$ cat src/rtl/alu_arbiter_if.sv
`default_nettype none
// ============================================================================
// Module   : alu_arbiter_if
// Purpose  : Request, ALU and response bundle shared by the arbiter and users.
// Revision : 1.0 - initial release
// ============================================================================
interface alu_arbiter_if #(
  parameter int WIDTH = 32
);
  logic             req0_valid;
  logic             req0_ready;
  logic [WIDTH-1:0] req0_a;
  logic [WIDTH-1:0] req0_b;
  logic [2:0]       req0_f;
  logic             req1_valid;
  logic             req1_ready;
  logic [WIDTH-1:0] req1_a;
  logic [WIDTH-1:0] req1_b;
  logic [2:0]       req1_f;
  logic [WIDTH-1:0] alu_a;
  logic [WIDTH-1:0] alu_b;
  logic [2:0]       alu_f;
  logic [WIDTH-1:0] alu_y;
  logic             alu_zero;
  logic             alu_cout;
  logic             rsp_valid;
  logic             rsp_ready;
  logic             rsp_id;
  logic [WIDTH-1:0] rsp_y;
  logic             rsp_zero;
  logic             rsp_cout;

  modport slave (
    input  req0_valid, req0_a, req0_b, req0_f,
    input  req1_valid, req1_a, req1_b, req1_f,
    output req0_ready, req1_ready,
    output alu_a, alu_b, alu_f,
    input  alu_y, alu_zero, alu_cout,
    output rsp_valid, rsp_id, rsp_y, rsp_zero, rsp_cout,
    input  rsp_ready
  );

  modport master (
    output req0_valid, req0_a, req0_b, req0_f,
    output req1_valid, req1_a, req1_b, req1_f,
    input  req0_ready, req1_ready,
    input  alu_a, alu_b, alu_f,
    output alu_y, alu_zero, alu_cout,
    input  rsp_valid, rsp_id, rsp_y, rsp_zero, rsp_cout,
    output rsp_ready
  );
endinterface
`default_nettype wire

$ cat src/rtl/alu_arbiter.sv
`default_nettype none
// ============================================================================
// Module   : alu_arbiter
// Purpose  : Round-robin sharing of one combinational ALU between two users.
// Revision : 1.0 - initial release
// ============================================================================
module alu_arbiter #(
  parameter int WIDTH = 32,
  parameter int CNT_W = 16
) (
  input  wire              clk_i,
  input  wire              reset_i,
  alu_arbiter_if.slave     bus,
  output logic             busy_o,
  output logic [CNT_W-1:0] op_cnt0_o,
  output logic [CNT_W-1:0] op_cnt1_o
);

  localparam logic [1:0] c_IDLE = 2'd0;
  localparam logic [1:0] c_EXEC = 2'd1;
  localparam logic [1:0] c_RESP = 2'd2;

  logic [1:0]       state_q, state_d;
  logic             last_q, last_d;
  logic             id_q, id_d;
  logic [WIDTH-1:0] a_q, a_d;
  logic [WIDTH-1:0] b_q, b_d;
  logic [2:0]       f_q, f_d;
  logic [WIDTH-1:0] y_q, y_d;
  logic             zero_q, zero_d;
  logic             cout_q, cout_d;
  logic [CNT_W-1:0] cnt0_q, cnt0_d;
  logic [CNT_W-1:0] cnt1_q, cnt1_d;

  logic w_idle;
  logic w_win;
  logic w_accept;

  // On a tie the requester that did not win last time gets the ALU.
  assign w_idle   = (state_q == c_IDLE);
  assign w_win    = (bus.req0_valid & bus.req1_valid) ? ~last_q : bus.req1_valid;
  assign w_accept = w_idle & (bus.req0_valid | bus.req1_valid);

  assign bus.req0_ready = w_idle & bus.req0_valid & ~w_win;
  assign bus.req1_ready = w_idle & bus.req1_valid & w_win;

  always_comb begin
    state_d = state_q;
    last_d  = last_q;
    id_d    = id_q;
    a_d     = a_q;
    b_d     = b_q;
    f_d     = f_q;
    y_d     = y_q;
    zero_d  = zero_q;
    cout_d  = cout_q;
    cnt0_d  = cnt0_q;
    cnt1_d  = cnt1_q;
    case (state_q)
      c_IDLE: begin
        if (w_accept) begin
          state_d = c_EXEC;
          last_d  = w_win;
          id_d    = w_win;
          a_d     = w_win ? bus.req1_a : bus.req0_a;
          b_d     = w_win ? bus.req1_b : bus.req0_b;
          f_d     = w_win ? bus.req1_f : bus.req0_f;
        end
      end
      c_EXEC: begin
        y_d     = bus.alu_y;
        zero_d  = bus.alu_zero;
        cout_d  = bus.alu_cout;
        state_d = c_RESP;
      end
      c_RESP: begin
        if (bus.rsp_ready) begin
          state_d = c_IDLE;
          if (id_q) cnt1_d = cnt1_q + 1'b1;
          else      cnt0_d = cnt0_q + 1'b1;
        end
      end
      default: state_d = c_IDLE;
    endcase
  end

  always_ff @(posedge clk_i or posedge reset_i) begin
    if (reset_i) begin
      state_q <= c_IDLE;
      last_q  <= 1'b1;
      id_q    <= 1'b0;
      a_q     <= '0;
      b_q     <= '0;
      f_q     <= '0;
      y_q     <= '0;
      zero_q  <= 1'b0;
      cout_q  <= 1'b0;
      cnt0_q  <= '0;
      cnt1_q  <= '0;
    end else begin
      state_q <= state_d;
      last_q  <= last_d;
      id_q    <= id_d;
      a_q     <= a_d;
      b_q     <= b_d;
      f_q     <= f_d;
      y_q     <= y_d;
      zero_q  <= zero_d;
      cout_q  <= cout_d;
      cnt0_q  <= cnt0_d;
      cnt1_q  <= cnt1_d;
    end
  end

  assign bus.alu_a     = a_q;
  assign bus.alu_b     = b_q;
  assign bus.alu_f     = f_q;
  assign bus.rsp_valid = (state_q == c_RESP);
  assign bus.rsp_id    = id_q;
  assign bus.rsp_y     = y_q;
  assign bus.rsp_zero  = zero_q;
  assign bus.rsp_cout  = cout_q;
  assign busy_o        = ~w_idle;
  assign op_cnt0_o     = cnt0_q;
  assign op_cnt1_o     = cnt1_q;

endmodule
`default_nettype wire

$ cat src/flat_wrapper.sv
// flat-port wrapper written by rule: the top's interface ports become plain ports
module alu_arbiter_flat 
#(
  parameter int WIDTH = 32,
  parameter int CNT_W = 16
)
  (clk_i, reset_i, busy_o, op_cnt0_o, op_cnt1_o, bus_req0_valid, bus_req0_a, bus_req0_b, bus_req0_f, bus_req1_valid, bus_req1_a, bus_req1_b, bus_req1_f, bus_req0_ready, bus_req1_ready, bus_alu_a, bus_alu_b, bus_alu_f, bus_alu_y, bus_alu_zero, bus_alu_cout, bus_rsp_valid, bus_rsp_id, bus_rsp_y, bus_rsp_zero, bus_rsp_cout, bus_rsp_ready);
  alu_arbiter_if #(.WIDTH(WIDTH)) bus_i ();
  input  wire clk_i;
  input  wire reset_i;
  output logic busy_o;
  output logic [CNT_W-1:0] op_cnt0_o;
  output logic [CNT_W-1:0] op_cnt1_o;
  input wire logic [$bits(bus_i.req0_valid)-1:0] bus_req0_valid;
  input wire logic [$bits(bus_i.req0_a)-1:0] bus_req0_a;
  input wire logic [$bits(bus_i.req0_b)-1:0] bus_req0_b;
  input wire logic [$bits(bus_i.req0_f)-1:0] bus_req0_f;
  input wire logic [$bits(bus_i.req1_valid)-1:0] bus_req1_valid;
  input wire logic [$bits(bus_i.req1_a)-1:0] bus_req1_a;
  input wire logic [$bits(bus_i.req1_b)-1:0] bus_req1_b;
  input wire logic [$bits(bus_i.req1_f)-1:0] bus_req1_f;
  output wire logic [$bits(bus_i.req0_ready)-1:0] bus_req0_ready;
  output wire logic [$bits(bus_i.req1_ready)-1:0] bus_req1_ready;
  output wire logic [$bits(bus_i.alu_a)-1:0] bus_alu_a;
  output wire logic [$bits(bus_i.alu_b)-1:0] bus_alu_b;
  output wire logic [$bits(bus_i.alu_f)-1:0] bus_alu_f;
  input wire logic [$bits(bus_i.alu_y)-1:0] bus_alu_y;
  input wire logic [$bits(bus_i.alu_zero)-1:0] bus_alu_zero;
  input wire logic [$bits(bus_i.alu_cout)-1:0] bus_alu_cout;
  output wire logic [$bits(bus_i.rsp_valid)-1:0] bus_rsp_valid;
  output wire logic [$bits(bus_i.rsp_id)-1:0] bus_rsp_id;
  output wire logic [$bits(bus_i.rsp_y)-1:0] bus_rsp_y;
  output wire logic [$bits(bus_i.rsp_zero)-1:0] bus_rsp_zero;
  output wire logic [$bits(bus_i.rsp_cout)-1:0] bus_rsp_cout;
  input wire logic [$bits(bus_i.rsp_ready)-1:0] bus_rsp_ready;
  assign bus_i.req0_valid = bus_req0_valid;
  assign bus_i.req0_a = bus_req0_a;
  assign bus_i.req0_b = bus_req0_b;
  assign bus_i.req0_f = bus_req0_f;
  assign bus_i.req1_valid = bus_req1_valid;
  assign bus_i.req1_a = bus_req1_a;
  assign bus_i.req1_b = bus_req1_b;
  assign bus_i.req1_f = bus_req1_f;
  assign bus_req0_ready = bus_i.req0_ready;
  assign bus_req1_ready = bus_i.req1_ready;
  assign bus_alu_a = bus_i.alu_a;
  assign bus_alu_b = bus_i.alu_b;
  assign bus_alu_f = bus_i.alu_f;
  assign bus_i.alu_y = bus_alu_y;
  assign bus_i.alu_zero = bus_alu_zero;
  assign bus_i.alu_cout = bus_alu_cout;
  assign bus_rsp_valid = bus_i.rsp_valid;
  assign bus_rsp_id = bus_i.rsp_id;
  assign bus_rsp_y = bus_i.rsp_y;
  assign bus_rsp_zero = bus_i.rsp_zero;
  assign bus_rsp_cout = bus_i.rsp_cout;
  assign bus_i.rsp_ready = bus_rsp_ready;
  alu_arbiter #(.WIDTH(WIDTH), .CNT_W(CNT_W)) u_core (.clk_i(clk_i), .reset_i(reset_i), .bus(bus_i), .busy_o(busy_o), .op_cnt0_o(op_cnt0_o), .op_cnt1_o(op_cnt1_o));
endmodule
$ cat config.mk
export PLATFORM = sky130hd
export DESIGN_NAME = alu_arbiter_flat
export DESIGN_NICKNAME = d
export VERILOG_FILES = /design/src/rtl/alu_arbiter_if.sv /design/src/rtl/alu_arbiter.sv /design/src/flat_wrapper.sv
export SDC_FILE = /design/constraint.sdc
export NUM_CORES = 1
export LEC_CHECK = 0
export CAP_MARGIN = 25
export CORE_MARGIN = 3
export CORE_UTILIZATION = 43
export CTS_CLUSTER_DIAMETER = 150
export DETAILED_ROUTE_END_ITERATION = 6
export GPL_ROUTABILITY_DRIVEN = 1
export PLACE_DENSITY = 0.86
export SLEW_MARGIN = 20
export SYNTH_ARGS = -nofsm -noshare
export SYNTH_HDL_FRONTEND = slang
export SYNTH_SLANG_ARGS = --single-unit
$ cat constraint.sdc
create_clock -name clk_i -period 6.5 [get_ports clk_i]
set_input_delay 0.975 -clock clk_i [delete_from_list [all_inputs] [get_ports clk_i]]
set_output_delay 0.975 -clock clk_i [all_outputs]
set_load 0.05 [all_outputs]
## Yosys cells after proc, flatten, opt, wreduce, memory -nomap -nowiden

Index checks and enable logic that the tools add are counted.

| cells by class | value |
|---|---|
| add/sub/neg operators | 2 |
| equality and inequality tests | 4 |
| muxes and demuxes | 7 |
| bitwise gates (word level) | 11 |
| reductions and logical operators | 5 |

Operator list:

| cell | count |
|---|---|
| $mux 32 | 2 |
| $add 16x1->16 const B | 2 |
| $and 1x1->1 | 6 |
| $pmux 2 s3 | 1 |
| $reduce_and 3->1 | 2 |
| $mux 2 | 2 |
| $not 1->1 | 4 |
| $reduce_and 2->1 | 2 |
| $mux 3 | 1 |
| $eq 2x1->1 const B | 1 |
| $eq 2x2->1 const B | 1 |
| $logic_not 2->1 | 1 |
| $ne 2x1->1 const B | 1 |
| $ne 2x2->1 const B | 1 |
| $mux 1 | 1 |
| $or 1x1->1 | 1 |

| word-level totals | value |
|---|---|
| register bits | 137 |
| input bits | 173 |
| output and inout port bits | 138 |
| logic and storage cells | 40 |

## Longest topological paths before layout

| logic depth | value |
|---|---|
| depth in word-level cells | 4 |
| depth in mapped cells | 6 |
| depth with buffers taken out | 5 |

## Least setup slack after synthesis

No wires, ideal clock.

| path | value |
|---|---|
| kind | in2out |
| start point | input port bus_req1_valid |
| end point | output port bus_req0_ready |
| arrival | 2.244 ns |
| data required time | 5.525 ns |
| setup slack | 3.281 ns |
| stages | 5 |
| path buffers | 3 |
| cells stage by stage | a21boi_0 > buf_2 > buf_4 > buf_4 > nor2_1 |

| on the way | value |
|---|---|
| longest elaborated chain between the ends | 4 |

RTL lines:

| item | RTL line | source |
|---|---|---|
| from (decl) | flat_wrapper.sv:18 | `input wire logic [$bits(bus_i.req1_valid)-1:0] bus_req1_valid;` |
| $and 1x1->1 | alu_arbiter.sv:41 | `assign w_win = (bus.req0_valid & bus.req1_valid) ? ~last_q : bus.req1_valid;` |
| $mux 1 * | alu_arbiter.sv:41 |  |
| $not 1->1 * | alu_arbiter.sv:44 | `assign bus.req0_ready = w_idle & bus.req0_valid & ~w_win;` |
| $and 1x1->1 * | alu_arbiter.sv:44 |  |
| to (decl) | flat_wrapper.sv:22 | `output wire logic [$bits(bus_i.req0_ready)-1:0] bus_req0_ready;` |

Every way passes the cells marked *; elsewhere a longest branch is shown, timed or not.

## Worst setup path after layout

| path | value |
|---|---|
| start point | input port bus_req1_valid |
| end point | output port bus_req1_ready |

| on the way | value |
|---|---|
| longest elaborated chain between the ends | 3 |
| elaborated cells on any way between the ends | 4 |
| those cells by class | mux: 1; bitwise: 3 |

RTL lines:

| item | RTL line | source |
|---|---|---|
| $and 1x1->1 | alu_arbiter.sv:41 |  |
| $mux 1 | alu_arbiter.sv:41 |  |
| $and 1x1->1 * | alu_arbiter.sv:45 | `assign bus.req1_ready = w_idle & bus.req1_valid & w_win;` |
| to (decl) | flat_wrapper.sv:23 | `output wire logic [$bits(bus_i.req1_ready)-1:0] bus_req1_ready;` |

Marks and branches as above.

==> results.cfg <==
[run_status]
outcome = completed

[logic_synthesis]
synthTopCellsByArea = dfrtp_1, mux2i_1, mux2_2
syn_inst = 508
yosysTopAreaCell = dfrtp_1
ys.flop_type = dfrtp_1
yosysMostFrequentCell = dfrtp_1
synth_warnings = 0
synth_edf_count = 0
syn-cell-area_mm2 = 0.00593
avgSynthCellArea_um2 = 11.7
ys_top_cells_by_count = dfrtp_1, nor2_1, a21oi_1
ys_seq_elements = 137
async_flop_share = 1.00
ys_types = 31
synth_top_area_share = 0.574
syn_nets = 683
seq_area_frac_synth = 0.579

[floorplan]
rows = 42
dieArea_mm2 = 0.0152
core_area_mm2 = 0.0133
ios = 311
die_w_um = 123
dieHeight_um = 123
floorplan.initialDensity = 0.444

[place]
dp_hpwl_um = 13500
io_buffers = 310
gp_congestion = 0.790

[timing]
maxSlewViolCount = 0
tightest_slew_ns = 0.990
hold_violations = 0
slew_headroom = 0.340
rsz0062_at_grt = no
max_freq_mhz = 254
period_share = 0.607
finalCriticalPeriod_ns = 3.94
fin_setup_tns_ns = 0
skew_ns = 0.00909
setup_viol = 0

[grt]
gr-total-overflow = 0
grt_max_degree = 82
grt_pass1_vias = 5218
grt_first_pass_wirelength_um = 27300
antenna_found_initial = 0
grt.total_usage = 0.235

[cts]
ctsRootBufferMaster = clkbuf_16
ctsResizeCount = 0
tritoncts = built
clockBufferDepth = 2
cts_hold_buf = 0
htreeDepth = 4
clkLatencyLatePin_ns = 0.42
cts_sinks = 137
cts_buffers = 17
clkSlewWorstSetupHoldPaths_ns = 0.06
cts_setup_buffers = 0

[setup_path]
worst_path_max_delay_cell = clkdlybuf4s50_1
cp-end-kind = output pin
r2r_setup_slack_ns = 3.97
path_cells = clkdlybuf4s50_1 -> a21boi_4 -> and2_1 -> clkdlybuf4s50_1
cp_slowest_stage_delay_ns = 0.80
reg2reg_to = u_core.bus.alu_b[4]$_DFFE_PP0P_
critPathBufInv = 2
timing.rr.start = u_core.state_q[1]$_DFFE_PP0P_
cp-start-kind = input pin
crit_start = bus_req1_valid
crit_arrival_ns = 2.97
cp.required_ns = 5.52
crit_path_end = bus_req1_ready
crit_type = input pin to output pin
cp_common_cell = clkdlybuf4s50_1
r2r_cells = 5
cp.depth = 4
cp_max_fo = 11
critPathTopFamily = buffers and inverters

[detailed_routing]
viasPerCell = 4.97
avgRoutedWirePerCell_um = 17.9
first_iter_violations = 267
drc = 0
drt_pass1_iterations = 4
wl_um = 18000
via_count = 4979
route.antenna.remaining_nets = 0

[cells_and_area]
post_route_cells_drive_above_1_share = 0.0945
area_growth_pct = 63.8
n_antenna_cell = 0
finalNetCount = 987

[power_and_ir_drop]
p_leak_nw = 4.06
peakVddDrop_uv = 309
powerDensity_mw_per_mm2 = 535
power.total_mw = 5.19

[hold_path]
hold_class = flip-flop to flip-flop

[flow_run]
maxCapViolCount = 0
[logic make-up after synthesis]
logic type               after synthesis  synth area share
flip-flops                           137             0.579
AND/OR/NAND/NOR                      129             0.102
multiplexers                         102             0.180
AO/OA/AOI/OAI                         73            0.0631
buffers and inverters                 35            0.0285
XOR/XNOR                              30            0.0443
adder cells (fa/ha/maj)                2           0.00422
[area by class of cell]
class                           count  area [um2]
Fill cell                         888        3640
Sequential cell                   137        3430
Timing Repair Buffer              314        3130
Multi-Input combinational cell    336        2350
Clock buffer                       19         453
Tap cell                          176         220
Clock inverter                     13        95.1
Inverter                            6        27.5
[registers in the layout, summed over array words and instances (netlist names), 2 cells and up]
register / count
u_core.state_q: 2
u_core.bus.alu_b: 32
u_core.op_cnt0_o: 16
u_core.bus.alu_a: 32
u_core.op_cnt1_o: 16
u_core.bus.rsp_y: 32
u_core.bus.alu_f: 3
[metal layers]
layer,global-route usage,part of all wire
met4,0.0796,0.020
met5,0,0
met1,0.253,0.35
met3,0.0984,0.10
met2,0.417,0.53
[report_power, final]
part	total, mW	internal, mW	switching (mW)
logic	2.89	1.00	1.88
registers	1.42	1.21	0.213
clock network	0.884	0.509	0.375
total	5.19	2.72	2.47
[cells in the final DEF, fill, tap and decap left out, types with 2 or more instances in the layout]
cell             instances
and3_1                   5
and2_1                   2
clkdlybuf4s50_1        310
buf_4                    4
nor2_1                  77
and4_1                   3
clkinv_2                 4
xnor2_1                 22
a21oi_1                 68
nand2_1                 19
nand4_1                 10
nand3_1                  6
xor2_1                   8
clkbuf_8                 2
mux2_2                  35
ha_1                     2
mux2i_1                 67
dfrtp_1                136
clkinvlp_4               3
inv_6                    3
clkbuf_16               17
clkinv_4                 4
inv_1                    5
[worst min path at each step]
stage / cells past startpoint / startpoint / end / slack, ns
3_5_place_dp: 1 / u_core.op_cnt1_o[15]$_DFFE_PP0P_ / u_core.op_cnt1_o[15]$_DFFE_PP0P_ / 0.47
4_1_cts: 1 / u_core.op_cnt1_o[15]$_DFFE_PP0P_ / u_core.op_cnt1_o[15]$_DFFE_PP0P_ / 0.48
2_1_floorplan: 2 / u_core.last_q$_DFFE_PP1P_ / u_core.last_q$_DFFE_PP1P_ / 0.50
3_3_place_gp: 1 / u_core.op_cnt0_o[15]$_DFFE_PP0P_ / u_core.op_cnt0_o[15]$_DFFE_PP0P_ / 0.46
6_report: 1 / u_core.op_cnt1_o[15]$_DFFE_PP0P_ / u_core.op_cnt1_o[15]$_DFFE_PP0P_ / 0.48
5_1_grt: 1 / u_core.op_cnt1_o[15]$_DFFE_PP0P_ / u_core.op_cnt1_o[15]$_DFFE_PP0P_ / 0.50
[stage by stage]
| stage | util | cells | hold slack, ns | cell area (um2) | setup slack, ns |
|---|---|---|---|---|---|
| after floorplan | - | 508 | 0.503 | 5930 | 1.86 |
| after global placement | 0.686 | 969 | 0.460 | 9160 | 2.60 |
| after global routing | 0.727 | 1001 | 0.504 | 9710 | 2.47 |
| after detailed placement | 0.686 | 969 | 0.471 | 9160 | 2.56 |
| final | 0.727 | 1001 | 0.476 | 9710 | 2.56 |
| after CTS | 0.727 | 1001 | 0.483 | 9710 | 2.56 |
(Power assumes the default switching activity.)
